## src/rtl/adder_pkg.sv

```systemverilog
// Shared types and elaboration helpers for the digit-serial adder.
// Sizing functions take WIDTH/DIGIT so each instance computes its own.
package adder_pkg;

  typedef enum logic [1:0] {
    IDLE = 2'd0,
    RUN  = 2'd1,
    DONE = 2'd2
  } dsa_state_t;

  localparam int DSA_WIDTH_DFLT = 16;
  localparam int DSA_DIGIT_DFLT = 4;

  function automatic int dsa_ndig(int w, int d);
    return w / d;
  endfunction

  function automatic int dsa_cnt_w(int w, int d);
    return (w / d > 1) ? $clog2(w / d) : 1;
  endfunction

  // Nonzero means WIDTH is not a whole number of digits.
  function automatic int dsa_width_rem(int w, int d);
    return w % d;
  endfunction

endpackage

```

## src/rtl/digit_adder_slice.sv

```systemverilog
// DIGIT-wide ripple chain of full-adder cells.
// The carry-into-MSB tap exists only when DSA_OVF_EN is defined.
module digit_adder_slice #(
  parameter int DIGIT = 4
) (
  input  logic [DIGIT-1:0] a,
  input  logic [DIGIT-1:0] b,
  input  logic             cin,
  output logic [DIGIT-1:0] s,
  output logic             cout
`ifdef DSA_OVF_EN
  , output logic           c_msb_in
`endif
);

  logic [DIGIT:0] c;

  assign c[0] = cin;

  for (genvar i = 0; i < DIGIT; i++) begin : g_fa
    assign s[i]   = a[i] ^ b[i] ^ c[i];
    assign c[i+1] = (a[i] & b[i]) | (c[i] & (a[i] ^ b[i]));
  end

  assign cout = c[DIGIT];

`ifdef DSA_OVF_EN
  assign c_msb_in = c[DIGIT-1];
`endif

endmodule

```

## src/rtl/digit_serial_adder.sv

```systemverilog
// WIDTH-bit adder computing DIGIT bits per clock over valid/ready.
// Define DSA_OVF_EN to add the registered signed-overflow output ovf.
module digit_serial_adder
  import adder_pkg::*;
#(
  parameter int WIDTH = DSA_WIDTH_DFLT,
  parameter int DIGIT = DSA_DIGIT_DFLT
) (
  input  logic             clk,
  input  logic             rst_n,
  input  logic             in_valid,
  output logic             in_ready,
  input  logic [WIDTH-1:0] a,
  input  logic [WIDTH-1:0] b,
  input  logic             cin,
  output logic             out_valid,
  input  logic             out_ready,
  output logic [WIDTH-1:0] sum,
  output logic             cout
`ifdef DSA_OVF_EN
  , output logic           ovf
`endif
);

  localparam int NDIG = dsa_ndig(WIDTH, DIGIT);
  localparam int CW   = dsa_cnt_w(WIDTH, DIGIT);
  localparam int WREM = dsa_width_rem(WIDTH, DIGIT);

  if (WIDTH < 1 || WREM != 0) begin : g_bad_cfg
    $fatal(1, "digit_serial_adder: WIDTH must be a positive multiple of DIGIT");
  end

  dsa_state_t state, state_nx;

  logic [WIDTH-1:0] a_sr, b_sr, sum_nx;
  logic [DIGIT-1:0] d_sum;
  logic [CW-1:0]    cnt;
  logic             carry, d_cout;
  logic             accept, step, last;

  always_ff @(posedge clk or negedge rst_n) begin
    if (!rst_n) state <= IDLE;
    else        state <= state_nx;
  end

  always_comb begin
    state_nx  = state;
    in_ready  = 1'b0;
    out_valid = 1'b0;
    unique case (state)
      IDLE: begin
        in_ready = 1'b1;
        if (in_valid) state_nx = RUN;
      end
      RUN: begin
        if (last) state_nx = DONE;
      end
      DONE: begin
        out_valid = 1'b1;
        if (out_ready) state_nx = IDLE;
      end
      default: state_nx = IDLE;
    endcase
  end

  assign accept = in_ready & in_valid;
  assign step   = (state == RUN);
  assign last   = step && (cnt == CW'(NDIG - 1));

  // New digit enters at the top; after NDIG shifts digit 0 sits at the LSB.
  assign sum_nx = (sum >> DIGIT) | (WIDTH'(d_sum) << (WIDTH - DIGIT));

`ifdef DSA_OVF_EN
  logic c_msb;

  digit_adder_slice #(.DIGIT(DIGIT)) u_slice (
    .a        (a_sr[DIGIT-1:0]),
    .b        (b_sr[DIGIT-1:0]),
    .cin      (carry),
    .s        (d_sum),
    .cout     (d_cout),
    .c_msb_in (c_msb)
  );

  always_ff @(posedge clk or negedge rst_n) begin
    if (!rst_n)    ovf <= 1'b0;
    else if (last) ovf <= c_msb ^ d_cout;
  end
`else
  digit_adder_slice #(.DIGIT(DIGIT)) u_slice (
    .a    (a_sr[DIGIT-1:0]),
    .b    (b_sr[DIGIT-1:0]),
    .cin  (carry),
    .s    (d_sum),
    .cout (d_cout)
  );
`endif

  always_ff @(posedge clk or negedge rst_n) begin
    if (!rst_n) begin
      a_sr  <= '0;
      b_sr  <= '0;
      carry <= 1'b0;
      cnt   <= '0;
      sum   <= '0;
      cout  <= 1'b0;
    end else if (accept) begin
      a_sr  <= a;
      b_sr  <= b;
      carry <= cin;
      cnt   <= '0;
    end else if (step) begin
      a_sr  <= a_sr >> DIGIT;
      b_sr  <= b_sr >> DIGIT;
      carry <= d_cout;
      sum   <= sum_nx;
      if (last) cout <= d_cout;
      else      cnt  <= cnt + CW'(1);
    end
  end

endmodule
```

## config.mk

```make
export PLATFORM = sky130hd
export DESIGN_NAME = digit_serial_adder
export DESIGN_NICKNAME = d
export VERILOG_FILES = /design/src/rtl/adder_pkg.sv /design/src/rtl/digit_adder_slice.sv /design/src/rtl/digit_serial_adder.sv
export SDC_FILE = /design/constraint.sdc
export NUM_CORES = 1
export LEC_CHECK = 0
export ABC_AREA = 1
export CAP_MARGIN = 10
export CORE_ASPECT_RATIO = 1.75
export CORE_MARGIN = 5
export CORE_UTILIZATION = 45
export CTS_CLUSTER_SIZE = 12
export DETAILED_ROUTE_END_ITERATION = 8
export PLACE_DENSITY = 0.84
export SLEW_MARGIN = 0
export SYNTH_ARGS = -nofsm -noshare
export SYNTH_HDL_FRONTEND = slang
export SYNTH_SLANG_ARGS = --single-unit
```

## constraint.sdc

```tcl
create_clock -name clk -period 2 [get_ports clk]
set_input_delay 0.4 -clock clk [delete_from_list [all_inputs] [get_ports clk]]
set_output_delay 0.4 -clock clk [all_outputs]
set_load 0.01 [all_outputs]
```

==> impl_metrics.csv <==
group,metric,value,unit
outcome,outcome,"finished with violations",
outcome,violations,"setup timing",
global_routing,grt_max_degree,35,
setup_path,worst_r2r_startpoint,"a_sr[0]",
power_and_ir_drop,clockPowerShare,13.7,%
detailed_routing,remaining_drc_errors,0,
cells_and_area,nNetsFinal,369,
clock_network,cts_buffers,5,
synthesis,ys_seq_elements,54,
setup_path,end_kind,"register",
setup_path,cp-start-kind,"register",
synthesis,synth_async_sr_flop_share,100,%
synthesis,synth-edff-count,0,
power_and_ir_drop,combPwrFrac,45.2,%
clock_network,insertion_delay,0.31,ns
placed_design,dp_hpwl,3790,um
synthesis,synthFlopType,"dfrtp_1",
placed_design,place.gp.congestion,0.741,
clock_network,path_clk_slew,0.09,ns
detailed_routing,drtPass1Iterations,4,
timing,skew,0.00958,ns
timing,final_max_slew_viol_count,0,
power_and_ir_drop,power_per_cell_area,1430,mW/mm2
floorplan,design.portCount,56,
timing,final_hold_viol_count,0,
timing,slew_headroom,66.2,%
global_routing,grt_pass1_wl,8570,um
setup_path,arrival,2.30,ns
setup_path,rr_endpoint,"sum[15]",
power_and_ir_drop,p_leak,0.00151,uW
global_routing,antenna_found_initial,0,
power_and_ir_drop,swShare,39.7,%
floorplan,die-area,0.00711,mm2
synthesis,postSynthAreaPerCell,9.05,um2
timing,holdWs,0.0468,ns
hold_path,hold_class,"primary input to asynchronous set/reset pin",
synthesis,synth.distinct_cells,22,
detailed_routing,ant_nets,0,
detailed_routing,drt_wl_total,4990,um
power_and_ir_drop,switchingPower,1800,uW
timing,setup_viol,1,
clock_network,cts_root_buffer,"clkbuf_8",
placed_design,port_buffers,55,
detailed_routing,wl_per_cell,12.4,um
floorplan,rows,35,
power_and_ir_drop,seqPwrFrac,41.1,%
timing,fin_crit,2.06,ns
detailed_routing,via_per_inst,4.85,
power_and_ir_drop,total_power,4520,uW
detailed_routing,vias,1949,
timing,rsz0062_at_grt,"true",
cells_and_area,syn_to_final_growth,28.5,%
placed_design,dpl_cell_area,0.00305,mm2
cells_and_area,finalInstanceArea,0.00316,mm2
synthesis,ys_seq_area_share,54.9,%
setup_path,cp_top_family,"adder cells",
floorplan,core_area,0.00530,mm2
setup_path,crit_chain,"fa_2 > inv_2 > fa_2 > inv_2 > fa_2 > inv_2 > fa_1 > o21ai_1",
timing,fin_tns_setup,-0.0550,ns
setup_path,path_class,"register to register",
job,drv_cap,0,
setup_path,crit_buf_inv,3,
clock_network,cts.sinks,54,
global_routing,overflow,0,
timing,fmax,487,MHz
synthesis,netlist_area,0.00246,mm2
setup_path,cpMaxStageDelayCell,"dfrtp_1",
cells_and_area,layout_commonest_cell,"nand2_1",
global_routing,grt_pass1_vias,1941,
synthesis,syn_nets,314,
power_and_ir_drop,vdd_drop_max,0.726,mV
clock_network,cts_tree,"done",
clock_network,cts-htree-levels,2,
floorplan,fp.dieW,65.9,um
global_routing,grt_usage,15.5,%
cells_and_area,diodes,0,
floorplan,die_h,108,um
floorplan,initial_utilization,46.5,%
cells_and_area,layout-drive-gt1-share,11.9,%
detailed_routing,drt_iter0_drc,117,
setup_path,r2r_cells,8,
timing,fin_ws,-0.0550,ns
synthesis,yosysWarnings,0,
setup_path,critPathMaxFanout,2,
power_and_ir_drop,intPower,2730,uW
setup_path,cp_slowest_stage_delay,0.41,ns
timing,finalCritPeriodShare,103,%
cells_and_area,mostFrequentLayoutCells,"nand2_1 (100), nand3_1 (58), clkdlybuf4s50_1 (54)",
clock_network,clock_path_buffers,2,
setup_path,path_depth,8,
synthesis,post_synth_inst_count,272,
timing,worstMarginPinSlew,0.507,ns
setup_path,reg2reg_slack,-0.06,ns
setup_path,worstPathRequired,2.25,ns
-- worst max path at each step --
stage / from / end / slack (ns)
after floorplan: a_sr[0] / sum[15] / 0.01
after global placement: a_sr[0] / sum[15] / -0.02
after detailed placement: a_sr[0] / sum[15] / -0.11
after CTS: carry / sum[15] / -0.11
after global routing: a_sr[0] / sum[15] / -0.16
final: a_sr[0] / sum[15] / -0.06
-- cells in the mapped netlist (2+ instances only) --
master   count  area [um2]
nand2_1    100         375
nand3_1     58         290
dfrtp_1     54        1350
inv_1       13        48.8
o21ai_0      9        45.0
buf_4        6        45.0
buf_6        5        56.3
fa_1         4        80.1
buf_1        3        11.3
nand2_2      3        18.8
nand3_2      3        30.0
buf_2        2        10.0
nor2_1       2        7.51
nor2_4       2        22.5
-- area by class of cell --
cell class / instances / area, um2
clock buffers: 6 / 82.6
clock inverters: 2 / 12.5
flip-flops and latches: 54 / 1350
well taps: 74 / 92.6
inverters: 15 / 58.8
fillers: 463 / 2140
repair buffers: 64 / 626
multi-input cells: 187 / 937
-- metal layers --
| metal | vias up | track usage (%) | share of wire [%] |
|---|---|---|---|
| li1 | 974 | - | - |
| met1 | 913 | 18.6 | 42 |
| met2 | 53 | 26.6 | 52 |
| met3 | 9 | 2.93 | 4.8 |
| met4 | 0 | 6.08 | 2.0 |
| met5 | - | 0 | 0 |
-- registers in the layout, summed over array words and instances, names as in the netlist --
register and count:
a_sr 16, b_sr 16, carry 1, cnt 2, cout 1, state 2
sum 16
-- power by group through the flow --
stage | combinational [uW] | clock, uW | sequential (uW)
finish | 2040 | 621 | 1860
global route | 2330 | 682 | 1930
CTS | 2080 | 640 | 1860
detailed placement | 2040 | 0 | 1880
global placement | 1940 | 0 | 1850
floorplan | 1390 | 0 | 1870
-- metrics by stage --
step           std cells  worst slack, ns  util, %
2_1_floorplan        272           0.0135        -
3_3_place_gp         393          -0.0200     57.6
3_5_place_dp         393           -0.105     57.6
4_1_cts              402           -0.106     59.7
5_1_grt              402           -0.159     59.7
6_report             402          -0.0550     59.7
-- what timing repair did --
| item | CTS | global route |
|---|---|---|
| endpoints found under the setup margin | 2 | 4 |
| buffers inserted | 1 | 0 |
| hold buffers | 0 | 0 |
| gates resized for setup | 6 | 2 |
| pin swaps | 4 | 4 |
| endpoints found under the hold margin | 0 | 0 |
-- logic make-up after synthesis --
group                      after synthesis  share of synthesized area, %
DFF                                     54                          54.9
adders and majority gates                5                          3.76
buffers and inverters                   31                          7.37
AOI/OAI and AO/OA                       12                          3.00
and+or+nand+nor                        170                          31.0
Note: power is estimated with default switching activity, not from simulation.
